==> config.mk <==
export PLATFORM = sky130hd
export DESIGN_NAME = b06_trace_capture
export DESIGN_NICKNAME = d
export VERILOG_FILES = /design/src/rtl/b06_trace_capture.sv
export SDC_FILE = /design/constraint.sdc
export NUM_CORES = 1
export LEC_CHECK = 0
export BUFFER_PORTS_ARGS = -buffer_cell sky130_fd_sc_hd__buf_2
export CAP_MARGIN = 10
export CORE_MARGIN = 4
export CORE_UTILIZATION = 55
export CTS_CLUSTER_DIAMETER = 40
export DETAILED_ROUTE_END_ITERATION = 10
export PLACE_DENSITY = 0.79
export SYNTH_ARGS = -nofsm -noshare
export SYNTH_HDL_FRONTEND = slang
export SYNTH_SLANG_ARGS = --single-unit
==> constraint.sdc <==
create_clock -name clock -period 5.18 [get_ports clock]
set_clock_uncertainty 0.2 [all_clocks]
set_input_delay 0.259 -clock clock [delete_from_list [all_inputs] [get_ports clock]]
set_output_delay 0.259 -clock clock [all_outputs]
set_load 0.02 [all_outputs]
==> src/rtl/b06_trace_capture.sv <==
// b06_trace_capture: cycle-stamped trace buffer for the b06 observable outputs.
// Samples {cc_mux, uscite, enable_count, ackout} into a first-word fall-through
// FIFO while a capture window is open, tagging each entry with a wrapping stamp.
// Optional build macro: TRACE_CHG_ONLY_EN -- push only on the first cycle of a
// window or when the observed value differs from the last pushed value.
module b06_trace_capture #(
   parameter int unsigned DEPTH   = 16,
   parameter int unsigned STAMP_W = 16
) (
   input  logic                     clock,
   input  logic                     reset,
   input  logic                     cap_en,
   input  logic [1:0]               cc_mux,
   input  logic [1:0]               uscite,
   input  logic                     enable_count,
   input  logic                     ackout,
   input  logic                     rd_ready,
   output logic                     rd_valid,
   output logic [STAMP_W+5:0]       rd_data,
   output logic [$clog2(DEPTH):0]   count,
   output logic                     overflow,
   output logic                     capturing
);

   localparam int unsigned AW = $clog2(DEPTH);
   localparam int unsigned CW = AW + 1;
   localparam int unsigned DW = STAMP_W + 6;

   typedef enum logic [1:0] {
      IDLE    = 2'd0,
      CAPTURE = 2'd1,
      DRAIN   = 2'd2
   } state_t;

   state_t               state;
   state_t               state_next;
   logic [DW-1:0]        mem [DEPTH];
   logic [AW-1:0]        wr_ptr;
   logic [AW-1:0]        rd_ptr;
   logic [STAMP_W-1:0]   stamp;
   logic [STAMP_W-1:0]   stamp_use_c;
   logic [5:0]           obs_c;
   logic                 restart_c;
   logic                 push_c;
   logic                 pop_c;
   logic                 full_c;
   logic                 push_ok_c;
   logic [CW-1:0]        count_next_c;
`ifdef TRACE_CHG_ONLY_EN
   logic [5:0]           last_obs;
`endif

   assign obs_c       = {cc_mux, uscite, enable_count, ackout};
   assign full_c      = (count == CW'(DEPTH));
   assign pop_c       = rd_valid && rd_ready;
   // A full buffer still accepts a push when the head leaves in the same cycle.
   assign push_ok_c   = push_c && (!full_c || pop_c);
   // A fresh window from IDLE restarts the stamp at zero for its first sample.
   assign stamp_use_c = restart_c ? '0 : stamp;
   // Head entry is shown only while valid, so reset leaves rd_data at zero.
   assign rd_data     = rd_valid ? mem[rd_ptr] : '0;

   // FSM state register.
   always_ff @(posedge clock) begin
      if (reset) state <= IDLE;
      else       state <= state_next;
   end

   // Next-state decode and push decision for the current edge.
   always_comb begin
      state_next = state;
      restart_c  = 1'b0;
      push_c     = 1'b0;
      case (state)
         IDLE: begin
            if (cap_en) begin
               state_next = CAPTURE;
               restart_c  = 1'b1;
            end
         end
         CAPTURE: begin
            if (!cap_en) state_next = DRAIN;
         end
         DRAIN: begin
            if (cap_en)             state_next = CAPTURE;
            else if (count == '0)   state_next = IDLE;
         end
         default: state_next = IDLE;
      endcase
`ifdef TRACE_CHG_ONLY_EN
      push_c = cap_en && ((state != CAPTURE) || (obs_c != last_obs));
`else
      push_c = cap_en;
`endif
   end

   // Occupancy after this edge's push/pop.
   always_comb begin
      count_next_c = count;
      if (push_ok_c && !pop_c)      count_next_c = count + CW'(1);
      else if (!push_ok_c && pop_c) count_next_c = count - CW'(1);
   end

   // Storage array; contents beyond the valid window are never observed.
   always_ff @(posedge clock) begin
      if (!reset && push_ok_c) mem[wr_ptr] <= {stamp_use_c, obs_c};
   end

   // Pointers, occupancy, stamp and status flags.
   always_ff @(posedge clock) begin
      if (reset) begin
         wr_ptr    <= '0;
         rd_ptr    <= '0;
         count     <= '0;
         stamp     <= '0;
         overflow  <= 1'b0;
         capturing <= 1'b0;
         rd_valid  <= 1'b0;
      end else begin
         if (push_ok_c) wr_ptr <= wr_ptr + AW'(1);
         if (pop_c)     rd_ptr <= rd_ptr + AW'(1);
         count     <= count_next_c;
         rd_valid  <= (count_next_c != '0);
         capturing <= (state_next == CAPTURE);
         if (cap_en) stamp <= stamp_use_c + STAMP_W'(1);
         if (push_c && full_c && !pop_c) overflow <= 1'b1;
         else if (restart_c)             overflow <= 1'b0;
      end
   end

`ifdef TRACE_CHG_ONLY_EN
   // Last sample offered to the buffer, for change detection.
   always_ff @(posedge clock) begin
      if (reset)       last_obs <= '0;
      else if (push_c) last_obs <= obs_c;
   end
`endif

endmodule

== Word level (Yosys, flattened, before mapping) ==
Memory sizes are Yosys's and may differ from the RTL's. A register that Yosys moved wholly into a read port is not among the register bits.
Index checks and enable logic that the tools add are counted.
Word-level totals
  output and inout port bits: 30
  memories kept: 1
  bits in writable memories: 352
  bits of input ports: 10
  word-level logic and storage cells: 51
  register bits: 34
Cells by class
  $add $sub $neg: 5
  multiplexer cells: 17
  eq/ne operators: 4
  reductions and logical operators: 16
Memories
  mem: words 16, bits a word 22, rd ports 1, clocked after memory_dff 1, write ports 1, RTL line 37  | logic [DW-1:0] mem [DEPTH];
Operator list (number)
  $mux W22: 1
  $add A16 B1 Y16 const B: 1
  $mux W16: 1
  $mux W5: 2
  $add A4 B1 Y4 const B: 2
  $mux W2: 4
  $mux W4: 2
  $logic_and A1 B1 Y1: 7
  $mux W1: 6
  $pmux W2 S3: 1
  $add A5 B1 Y5 const B: 1
  $eq A5 B5 Y1 const B: 1
  $logic_not A5 Y1: 1
  $reduce_bool A5 Y1: 1
  $sub A5 B1 Y5 const B: 1
  $eq A2 B1 Y1 const B: 2
  $logic_not A1 Y1: 4
  $eq A2 B2 Y1 const B: 1
  $logic_not A2 Y1: 1
  $reduce_bool A2 Y1: 1
  $logic_or A1 B1 Y1: 1

== Depth between registers and ports, before layout ==
  word-level depth: 9
  mapped depth: 8
  depth with buffers taken out: 7

== Least setup slack after synthesis ==
No wires, ideal clock.
  path kind: flip-flop to flip-flop
  start: reg rd_valid
  end: mem mem[3][0] (netlist name), enable pin
  cell stages (with the launch flop): 7
  path slack: 1.647 ns
  setup time: 0.429 ns
  period minus slack after synthesis: 3.533 ns
  data required time: 4.551 ns
  arrival time: 2.904 ns
  buffers on the path: 1
  cell sequence: dfxtp_1 > and2_1 > clkbuf_1 > nor2_1 > nor2_1 > nand2_1 > nor3_1
On the way
  cells in the longest elaborated chain, start to end: 6
Ends and longest elaborated chain
  from (decl): RTL line 18  | output logic rd_valid,
  from (signal assigned): RTL line 123  | rd_valid <= (count_next_c != '0);
  $logic_and A1 B1 Y1: RTL line 55  | assign pop_c = rd_valid && rd_ready;
  $logic_or A1 B1 Y1: RTL line 57  | assign push_ok_c = push_c && (!full_c || pop_c);
  $logic_and A1 B1 Y1: RTL line 57
  $logic_and A1 B1 Y1: RTL line 106  | if (!reset && push_ok_c) mem[wr_ptr] <= {stamp_use_c, obs_c};
  $mux W1: RTL line 106
  $mux W1 (not written as such): RTL line 106
  to (decl): RTL line 37
Every way passes these cells.

==> out/metrics.csv <==
stage,metric,value,unit
run_status,outcome,"complete, no violations",
global_route,vias in the first global route,8104,
cells_and_area,Filler Cell Count,1684,
routing,wire length per cell,28.1,um
synth,Mean Syn Cell Area,20.6,um2
timing,Setup Viol. Count Final,0,
min_path,HP Class,input pin to register,
synth,Syn. warnings,0,
clock_tree,CTS buffer count,46,
synth,Post-synth EDFFs,352,
setup_path,WP data arrival,3320,ps
flow_run,max_cap viols,0,
cells_and_area,# diodes,0,
synth,ys flop type,edfxtp_1,
floorplan,# IOs,40,
global_route,GRT overflow,0,
cells_and_area,share of layout cells above drive strength 1,0.304,
synth,Gate Count Post-Synth,740,
setup_path,Setup crit start kind,register,
timing,Fin Hold WS,16.0,ps
routing,First DRT Iteration DRCs,835,
clock_tree,Max Root-Sink Buffers,3,
setup_path,critical path class,register to primary output,
power,power per cell area,426,mW/mm2
floorplan,die area,0.0304,mm2
place,DP HPWL,16.9,mm
timing,final slew viol count,0,
clock_tree,CTS Sinks,390,
timing,Final Cycle Share,0.730,
power,Worst VDD drop,0.284,mV
timing,Worst Tran Pin Value,1070,ps
power,Leakage,0.00556,uW
timing,Setup TNS,0,ps
place,global placement routability congestion,0.796,
global_route,GRT Util Overall,0.232,
timing,Final Worst Setup Slack,1400,ps
synth,Mapped Nets,758,
global_route,met1 GRT Util,0.311,
floorplan,die width,174,um
timing,unrepaired setup endpoints after global routing,false,
routing,routed wire length,34.5,mm
timing,worst rel slew slack,0.286,
clock_tree,CTS root buf,clkbuf_16,
global_route,antenna violations before repair,0,
floorplan,chip height,174,um
place,I/O Buffers,39,
global_route,met3 Usage GRT,0.0478,
synth,synth unique cells,38,
cells_and_area,"most common cell after layout, fill and taps aside",edfxtp_1,
setup_path,CP Data Required Time,4720,ps
timing,Max Fclk,0.264,GHz
cells_and_area,area grow syn2layout,14.8,%
clock_tree,CTS tree,built,
cells_and_area,most frequent cells in the layout,"edfxtp_1, mux4_2, clkbuf_16, buf_2, and2_1",
setup_path,CP Capture Type,primary output,
routing,Antenna Nets Post-Route,0,
routing,via/cell ratio,6.23,
clock_tree,H-tree levels,2,
timing,Fin. Hold Viols,0,
clock_tree,later-pin clock latency in the skew report,540,ps
clock_tree,post-CTS setup buffers,0,
global_route,first-pass GRT wire length,52.1,mm
floorplan,area of the core,0.0271,mm2
synth,area of the mapped netlist,0.0152,mm2
global_route,largest net degree at the start of global routing,64,
global_route,Top Usage Layer GRT,met2,
synth,sequential area share after synthesis,0.745,
cells_and_area,layout net count,838,
place,Placement Setup Slack,1900,ps
routing,via count,7656,
setup_path,Critical Path Fanout Max,39,
global_route,met2 GRT Util,0.387,
synth,#FFs+latches synth,390,
routing,drt first pass iters,5,
routing,drt drc,0,
clock_tree,register clock-pin slew on the reported worst setup and hold paths,60,ps
floorplan,FP Rows,60,
timing,Final Critical Period,3780,ps
synth,ys async rst share,0,
floorplan,Starting Density,0.561,
-- worst paths after layout --
check | startpoint | end | slack (ps) | cells past startpoint
worst min-delay path | reset | wr_ptr[0] | 20 | 2
worst max-delay path | register | rd_data[21] | 1400 | 5
worst max register to register | count[1] | mem[5][17] | 2120 | 8
worst min register to register | rd_ptr[1] | register | 320 | 2
-- cells in the mapped netlist, types with 3 or more instances --
master / count / share of area
a21oi_1: 6 / 0.0020
nand2b_1: 3 / 0.0012
nor4_1: 3 / 0.0012
nand2_1: 17 / 0.0042
mux4_2: 110 / 0.16
ha_1: 8 / 0.0066
buf_2: 10 / 0.0033
xnor2_1: 13 / 0.0075
clkbuf_1: 20 / 0.0049
nor3_1: 14 / 0.0046
xor2_1: 11 / 0.0063
edfxtp_1: 352 / 0.69
inv_1: 7 / 0.0017
dfxtp_1: 38 / 0.050
and2_1: 38 / 0.016
mux2i_1: 3 / 0.0020
nor2_1: 47 / 0.012
nand3_1: 9 / 0.0030
nand4_1: 6 / 0.0025
-- through the flow --
stage,utilization,instances,power [uW],instance area (um2)
floorplan,-,740,4190,15200
global placement,0.587,1136,4350,15900
detailed placement,0.587,1136,4390,15900
CTS,0.645,1228,7490,17500
global route,0.645,1228,7700,17500
finish,0.645,1228,7440,17500
-- timing repair --
item / CTS / global route
hold buffers: 8 / 0
resized for setup: 0 / 0
hold endpoints to repair: 105 / 0
-- final cells by class --
cell class | count | area (um2) | area share
clock buffers | 59 | 1260 | 0.0723
clock inverters | 25 | 224 | 0.0128
inverters | 7 | 26.3 | 0.00150
multi-input cells | 307 | 3710 | 0.213
flip-flops and latches | 390 | 11300 | 0.649
well taps | 372 | 465 | 0.0266
repair buffers | 68 | 433 | 0.0248
-- kinds of logic after synthesis --
kind of cell | share of synthesized area
flops | 0.745
buf+inv | 0.0145
mux | 0.166
compound gates | 0.00568
simple gates | 0.0492
fa+ha+maj | 0.00658
xor+xnor | 0.0138
-- power by group --
| part | leakage [uW] | switching [uW] | internal (uW) |
|---|---|---|---|
| Clock | 0.000720 | 1260 | 1850 |
| Combinational | 0.00137 | 386 | 414 |
| Sequential | 0.00347 | 85.9 | 3450 |
| Total | 0.00556 | 1730 | 5710 |
-- registers in the layout (all words and copies together) (netlist names), named ones only --
name       count
capturing      1
count          5
rd_valid       1
stamp         16
wr_ptr         4
state          2
overflow       1
rd_ptr         4
mem          352
-- layer usage --
layer / share of wire / routed length, um
met1: 0.37 / 12900
met2: 0.52 / 17900
met3: 0.081 / 2810
met4: 0.026 / 903
met5: 0 / 0
-- worst max-delay path, stage by stage (launching register included) --
cell	delay [ps]
dfxtp_4	870
buf_4	510
mux4_2	580
mux4_2	470
and2_1	170
buf_2	160
(Power assumes the default switching activity.)
